File: src/rtl/ex_hazard_ctrl_pkg.sv
// Shared types and constants for the execute-stage hazard controller:
// forward-select encodings, the PC register index and the slot record layout.
package ex_hazard_ctrl_pkg;

  localparam int SLOT_REG_W = 4;

  typedef enum logic [1:0] {
    FWD_REG    = 2'b00,
    FWD_EX_MEM = 2'b01,
    FWD_MEM_WB = 2'b10
  } fwd_sel_e;

  localparam logic [SLOT_REG_W-1:0] PC_IDX = 4'd15;

  typedef struct packed {
    logic                  valid;
    logic [SLOT_REG_W-1:0] rd;
    logic                  writes;
    logic                  is_load;
    logic                  sets_flags;
    logic                  is_branch;
    logic [SLOT_REG_W-1:0] rn;
    logic [SLOT_REG_W-1:0] rm;
    logic                  uses_rn;
    logic                  uses_rm;
  } slot_t;

  // The PC is never forwarded; MEM wins over WB when both hold the source.
  function automatic fwd_sel_e fwd_sel(
    input logic                  src_used,
    input logic [SLOT_REG_W-1:0] src,
    input logic                  mem_hit,
    input logic [SLOT_REG_W-1:0] mem_rd,
    input logic                  wb_hit,
    input logic [SLOT_REG_W-1:0] wb_rd
  );
    fwd_sel_e sel;
    sel = FWD_REG;
    if (src_used && src != PC_IDX) begin
      if (mem_hit && mem_rd == src) begin
        sel = FWD_EX_MEM;
      end else if (wb_hit && wb_rd == src) begin
        sel = FWD_MEM_WB;
      end
    end
    return sel;
  endfunction

endpackage

File: src/rtl/ex_hazard_ctrl_slot.sv
// One pipeline slot record register; a bubble request loads an invalid record.
module hazard_slot
  import ex_hazard_ctrl_pkg::*;
(
  input  logic  clk,
  input  logic  reset,
  input  logic  bubble_i,
  input  slot_t d_i,
  output slot_t q_o
);

  slot_t slot_q;
  slot_t slot_d;

  always_comb begin
    slot_d = d_i;
    if (bubble_i) begin
      slot_d = '0;
    end
  end

  always_ff @(posedge clk or negedge reset) begin
    if (!reset) begin
      slot_q <= '0;
    end else begin
      slot_q <= slot_d;
    end
  end

  assign q_o = slot_q;

endmodule

File: src/rtl/ex_hazard_ctrl.sv
// Execute-stage hazard controller: operand forwarding, load-use stall,
// taken-branch squash, NZCV flag register and saturating event counters.
module ex_hazard_ctrl
  import ex_hazard_ctrl_pkg::*;
#(
  parameter int REG_W = SLOT_REG_W,
  parameter int CNT_W = 16
) (
  input  logic             clk,
  input  logic             reset,
  input  logic             id_valid,
  input  logic [REG_W-1:0] id_rn,
  input  logic [REG_W-1:0] id_rm,
  input  logic             id_uses_rn,
  input  logic             id_uses_rm,
  input  logic [REG_W-1:0] id_rd,
  input  logic             id_writes_rd,
  input  logic             id_is_load,
  input  logic             id_sets_flags,
  input  logic             id_is_branch,
  input  logic             ex_branch_taken,
  input  logic [3:0]       ex_flags,
  output logic [1:0]       forward_sel_a,
  output logic [1:0]       forward_sel_b,
  output logic             stall_if_id,
  output logic             flush_id_ex,
  output logic             flush_if_id,
  output logic             branch_redirect,
  output logic [3:0]       flags_q,
  output logic [CNT_W-1:0] stall_count,
  output logic [CNT_W-1:0] flush_count
);

  slot_t id_rec;
  slot_t ex_q;
  slot_t mem_q;
  slot_t wb_q;

  logic load_use;
  logic take;
  logic mem_hit;
  logic wb_hit;

  logic [CNT_W-1:0] stall_count_q, stall_count_d;
  logic [CNT_W-1:0] flush_count_q, flush_count_d;

  always_comb begin
    id_rec            = '0;
    id_rec.valid      = id_valid;
    id_rec.rd         = id_rd;
    id_rec.writes     = id_writes_rd;
    id_rec.is_load    = id_is_load;
    id_rec.sets_flags = id_sets_flags;
    id_rec.is_branch  = id_is_branch;
    id_rec.rn         = id_rn;
    id_rec.rm         = id_rm;
    id_rec.uses_rn    = id_uses_rn;
    id_rec.uses_rm    = id_uses_rm;
  end

  hazard_slot u_ex_slot (
    .clk      (clk),
    .reset    (reset),
    .bubble_i (flush_id_ex),
    .d_i      (id_rec),
    .q_o      (ex_q)
  );

  hazard_slot u_mem_slot (
    .clk      (clk),
    .reset    (reset),
    .bubble_i (1'b0),
    .d_i      (ex_q),
    .q_o      (mem_q)
  );

  hazard_slot u_wb_slot (
    .clk      (clk),
    .reset    (reset),
    .bubble_i (1'b0),
    .d_i      (mem_q),
    .q_o      (wb_q)
  );

  assign mem_hit = mem_q.valid & mem_q.writes;
  assign wb_hit  = wb_q.valid & wb_q.writes;

  assign forward_sel_a = fwd_sel(ex_q.uses_rn, ex_q.rn, mem_hit, mem_q.rd, wb_hit, wb_q.rd);
  assign forward_sel_b = fwd_sel(ex_q.uses_rm, ex_q.rm, mem_hit, mem_q.rd, wb_hit, wb_q.rd);

  assign load_use = id_valid & ex_q.valid & ex_q.is_load & ex_q.writes &
                    ((id_uses_rn & (id_rn == ex_q.rd)) | (id_uses_rm & (id_rm == ex_q.rd)));
  assign take     = ex_q.valid & ex_q.is_branch & ex_branch_taken;

  // A taken branch squashes the dependent instruction, so it overrides the stall.
  assign stall_if_id     = load_use & ~take;
  assign flush_id_ex     = load_use | take;
  assign flush_if_id     = take;
  assign branch_redirect = take;

  always_ff @(posedge clk or negedge reset) begin
    if (!reset) begin
      flags_q <= '0;
    end else if (ex_q.valid && ex_q.sets_flags) begin
      flags_q <= ex_flags;
    end
  end

  always_comb begin
    stall_count_d = stall_count_q;
    flush_count_d = flush_count_q;
    if (stall_if_id && stall_count_q != '1) begin
      stall_count_d = stall_count_q + CNT_W'(1);
    end
    if (take && flush_count_q != '1) begin
      flush_count_d = flush_count_q + CNT_W'(1);
    end
  end

  always_ff @(posedge clk or negedge reset) begin
    if (!reset) begin
      stall_count_q <= '0;
      flush_count_q <= '0;
    end else begin
      stall_count_q <= stall_count_d;
      flush_count_q <= flush_count_d;
    end
  end

  assign stall_count = stall_count_q;
  assign flush_count = flush_count_q;

  logic unused_wb_fields;
  assign unused_wb_fields = ^{wb_q.is_load, wb_q.sets_flags, wb_q.is_branch,
                              wb_q.rn, wb_q.rm, wb_q.uses_rn, wb_q.uses_rm};

endmodule

File: config.mk
export PLATFORM = sky130hd
export DESIGN_NAME = ex_hazard_ctrl
export DESIGN_NICKNAME = d
export VERILOG_FILES = /design/src/rtl/ex_hazard_ctrl_pkg.sv /design/src/rtl/ex_hazard_ctrl_slot.sv /design/src/rtl/ex_hazard_ctrl.sv
export SDC_FILE = /design/constraint.sdc
export NUM_CORES = 1
export LEC_CHECK = 0
export CAP_MARGIN = 20
export CORE_MARGIN = 4
export CORE_UTILIZATION = 38
export DETAILED_ROUTE_END_ITERATION = 8
export PLACE_DENSITY = 0.74
export SYNTH_ARGS = -nofsm -noshare
export SYNTH_HDL_FRONTEND = slang
export SYNTH_SLANG_ARGS = --single-unit
File: constraint.sdc
create_clock -name clk -period 3 [get_ports clk]
set_input_delay 0.6 -clock clk [delete_from_list [all_inputs] [get_ports clk]]
set_output_delay 0.6 -clock clk [all_outputs]
set_load 0.02 [all_outputs]
======== Word level (Yosys, flattened, before mapping) ========
Cells that the tools add are included.
operators by class
  $add $sub $neg .......................... 2
  $mul .................................... 0
  div/mod/pow operators ................... 0
  magnitude comparators ................... 0
  equal/unequal tests ..................... 10
  shift operators ......................... 0
  muxes and demuxes ....................... 7
  bitwise gates (word level) .............. 14
  reductions and logical operators ........ 9
operator list
  kind                                                              number
  16-bit by 1-bit adder with 16-bit output (second input constant)  2
  16-bit inequality test (second input constant)                    2
  4-bit equality test                                               6
  19-bit two-way mux                                                1
  2-bit two-way mux                                                 6
  1-bit AND                                                         11
  1-bit logical AND                                                 9
  4-bit inequality test (second input constant)                     2
  1-bit bitwise OR                                                  2
  1-bit NOT                                                         1
storage, ports and cells
  bits in registers ....................... 67
  bits in latches ......................... 0
  memory bits (writable) .................. 0
  bits in read-only memories .............. 0
  input bits .............................. 26
  memories ................................ 0

======== Depth between registers and ports, before layout ========
  depth in word-level cells ............... 6
  depth in mapped cells ................... 6
  gate-level depth less buffers ........... 6

======== Hierarchy ========
Synthesis repeated with hierarchy kept, for this count alone.
unflattened totals
  cells, all modules ...................... 323
  area, all modules ....................... 3918.8 um^2
by module, submodules not included
  module          times used  cells an instance  area each (um^2)  seq. area each (um^2)
  ex_hazard_ctrl  1           206                2083.2            900.9
  hazard_slot     3           39                 611.8             475.5

======== Worst setup path before layout ========
No wires, ideal clock.
  path kind ............................... register -> output
  from .................................... register u_ex_slot.slot_q, in the netlist u_ex_slot.q_o[8]
  to ...................................... output port forward_sel_a[1]
  arrival time ............................ 1.741 ns
  slack ................................... 0.659 ns
  cell stages (with the launch flop) ...... 5
  cells stage by stage .................... dfrtp_1 > nand4_1 > nand2_1 > or4_1 > nor4_1
between the ends
  word-level cells in the longest chain between the ends .. 5
ends and longest elaborated chain
  element                   line                       source
  start: declaration        ex_hazard_ctrl_slot.sv:12  slot_t slot_q;
  start signal: assignment  ex_hazard_ctrl_slot.sv:26  slot_q <= slot_d;
  4-bit equality test       ex_hazard_ctrl_pkg.sv:42   end else if (wb_hit && wb_rd == src) begin
  1-bit logical AND         ex_hazard_ctrl_pkg.sv:42
  2-bit two-way mux         ex_hazard_ctrl_pkg.sv:42
  2-bit two-way mux         ex_hazard_ctrl_pkg.sv:40   if (mem_hit && mem_rd == src) begin
  2-bit two-way mux *       ex_hazard_ctrl_pkg.sv:39   if (src_used && src != PC_IDX) begin
  end: declaration          ex_hazard_ctrl.sv:23       output logic [1:0] forward_sel_a,
Mark *: on every way between the ends. The rest lies on a longest branch, timed or not.

======== Final worst setup path ========
  from .................................... register u_ex_slot.slot_q, in the netlist u_ex_slot.q_o[4]
  to ...................................... output port forward_sel_b[1]
between the ends
  word-level cells in the longest chain between the ends .. 5
ends and longest elaborated chain
  element              line                      source
  4-bit equality test  ex_hazard_ctrl_pkg.sv:42
  1-bit logical AND    ex_hazard_ctrl_pkg.sv:42
  2-bit two-way mux    ex_hazard_ctrl_pkg.sv:42
  2-bit two-way mux    ex_hazard_ctrl_pkg.sv:40
  2-bit two-way mux *  ex_hazard_ctrl_pkg.sv:39
  end: declaration     ex_hazard_ctrl.sv:24      output logic [1:0] forward_sel_b,
Marks and branches as above.

==> impl_metrics.env <==
export IMPL_status="finished clean"
export IMPL_first_pass_iters=4
export IMPL_avgSynthCellArea_um2=11.8
export IMPL_power_leakage_nw=1.79
export IMPL_drt_iter0_drc=34
export IMPL_antenna_found_initial=0
export IMPL_hpwl_um=4840
export IMPL_synth_xor_area_share_pct=14.2
export IMPL_final_setup_viol_count=0
export IMPL_synthArstFlopShare_pct=100
export IMPL_vias_per_cell=4.89
export IMPL_drt_wl_total_um=6590
export IMPL_synthFlopType="dfrtp_1"
export IMPL_max_freq_ghz=0.374
export IMPL_ys_types=36
export IMPL_cts_root_buf="clkbuf_8"
export IMPL_rows=32
export IMPL_htree_levels=3
export IMPL_syn_inst=256
export IMPL_startpoint_type="flip-flop"
export IMPL_dr_total_vias=2173
export IMPL_ys_seq_area_share_pct=55.4
export IMPL_nNetsFinal=365
export IMPL_cts_buffers=9
export IMPL_skew_ns=0.00881
export IMPL_clk_insertion_delay_late_ns=0.33
export IMPL_rsz0062_at_grt="false"
export IMPL_layout_drive_gt1_share_pct=11.1
export IMPL_cts_clk_slew_worst_paths_ns=0.07
export IMPL_route_detailed_drc=0
export IMPL_start_util_pct=39.1
export IMPL_coreArea_um2=7730
export IMPL_dieWidth_um=97.2
export IMPL_synth_seq_cells=67
export IMPL_grt_start_max_net_pins=36
export IMPL_syn_to_final_growth_pct=35.3
export IMPL_yosysMostFrequentCell="dfrtp_1"
export IMPL_power_density_nw_per_um2=540
export IMPL_portBuffers=69
export IMPL_slew_violations=0
export IMPL_hold_viol=0
export IMPL_place_congestion=0.802
export IMPL_required_ns=2.40
export IMPL_p_total_mw=2.21
export IMPL_yosys_area_share_simple_pct=21.8
export IMPL_antenna_cells=0
export IMPL_fin_crit_sh_pct=89.0
export IMPL_synth_compound_area_share_pct=3.68
export IMPL_yosys_area_top_type="dfrtp_1"
export IMPL_antenna_left=0
export IMPL_grt_total_usage_pct=14.7
export IMPL_syn_area_um2=3020
export IMPL_n_fill_cell=680
export IMPL_die_h_um=97.2
export IMPL_setup_tns_final_ns=0
export IMPL_netlist_top_cells_count="dfrtp_1, xnor2_1, xor2_1, and2_1, nand2_1"
export IMPL_holdBufCountCts=0
export IMPL_setup_worst_path_end_class="output port"
export IMPL_die_area_um2=9450
export IMPL_drv_cap=0
export IMPL_muxShareOfSynthArea_pct=2.23
export IMPL_tightestPinTransition_ns=0.784
export IMPL_synth_adder_area_share_pct=0.827
export IMPL_hp_class="in2async"
export IMPL_fin_util_pct=52.9
export IMPL_synth_edf_count=0
export IMPL_crit_fanout=3
export IMPL_grt_overflow=0
export IMPL_clockBufferDepth=2
export IMPL_cts_tree="built"
export IMPL_critPathKind="reg2out"
export IMPL_worstPathArrival_ns=2.07
export IMPL_io_pin_count=70
export IMPL_grt_pass1_vias=2271
export IMPL_cts_sinks=67
export IMPL_yosysTopAreaCellShare_pct=55.4
export IMPL_synth_area_leaders="dfrtp_1, xnor2_1, xor2_1"
export IMPL_synth_top_family_by_area="simple AND/OR/NAND/NOR gates"
export IMPL_slew_headroom_pct=47.7
export IMPL_yosys_warnings=0
export IMPL_cts_setup_buffers=0
export IMPL_synth_nets=284
export IMPL_routedWlPerCell_um=14.8
export IMPL_vdd_drop_max_mv=0.326
export IMPL_grt_pass1_wl_um=11300
export IMPL_fin_crit_ns=2.67
## stage by stage
| step | setup WS [ns] | cell area, um2 | cells | hold slack (ns) |
|---|---|---|---|---|
| CTS | 0.0140 | 4080 | 444 | 0.356 |
| global placement | 0.0314 | 3850 | 428 | 0.355 |
| floorplan | 0.659 | 3020 | 256 | 0.304 |
| finish | 0.329 | 4090 | 444 | 0.345 |
| detailed placement | 0.0390 | 3850 | 428 | 0.362 |
| global route | 0.183 | 4090 | 444 | 0.395 |
## flip-flops by register name, indices dropped and copies added (netlist names)
register and cells:
flags_q 4, u_mem_slot.q_o 6, stall_count 16, flush_count 16, u_wb_slot.q_o 6, u_ex_slot.q_o 19
## worst max-delay path, stage by stage (launching register included)
cell and delay, ns:
dfrtp_1 0.42, xnor2_1 0.18, nand3_1 0.09, nor4_1 0.27, o31a_1 0.18, clkdlybuf4s50_1 0.60
## layer usage
layer / global-route usage, % / wire length, um
met5: 0 / 0
met4: 5.43 / 38
met3: 4.02 / 338
met2: 23.2 / 3230
met1: 19.3 / 2980
## where the power goes
group	switching (mW)	internal, mW	total (mW)
sequential	0.0743	0.971	1.05
combinational	0.155	0.174	0.329
clock	0.345	0.490	0.836
total	0.575	1.64	2.21
## cell usage in the layout, fill, tap and decap left out, types with 7 or more instances in the layout
master	synthesis	layout
nand2_1	19	19
clkbuf_8	0	10
nand3_1	16	16
nor3_1	7	7
dfrtp_1	67	67
xor2_1	24	24
nand4_1	13	13
and2_1	21	21
nor4_1	7	7
clkdlybuf4s50_1	0	65
xnor2_1	25	24
## cell type report
type / instances / area (um2) / share of cell area [%]
Multi-Input combinational cell: 178 / 1300 / 31.8
Tap cell: 102 / 128 / 3.12
Timing Repair Buffer: 75 / 738 / 18.0
Inverter: 6 / 22.5 / 0.551
Clock buffer: 10 / 138 / 3.36
Sequential cell: 67 / 1680 / 41.0
Clock inverter: 6 / 88.8 / 2.17
## cell families (layout without fill, tap and decap cells)
family | after synthesis | in the layout
simple gates | 107 | 107
mux | 6 | 6
fa+ha+maj | 2 | 2
xor+xnor | 49 | 49
buf+inv | 11 | 97
compound gates | 14 | 14
flops | 67 | 67
## timing repair
item                       in CTS  in global routing
hold endpoints to repair        0                  0
resized for setup               0                  4
setup endpoints to repair       0                  3
## final timing paths
kind                                     from                 to  slack [ns]  depth (start not counted)
max                          u_ex_slot.q_o[4]   forward_sel_b[1]        0.33                          5
min                                     reset  u_wb_slot.q_o[14]        0.35                          1
max reg2reg                    stall_count[2]     stall_count[1]        0.91                          5
min reg2reg                u_mem_slot.q_o[18]  u_wb_slot.q_o[18]        0.38                          0
max in group asynchronous               reset     flush_count[6]        1.88                          2
min in group clk           u_mem_slot.q_o[18]  u_wb_slot.q_o[18]        0.38                          0
(Power assumes the default switching activity.)
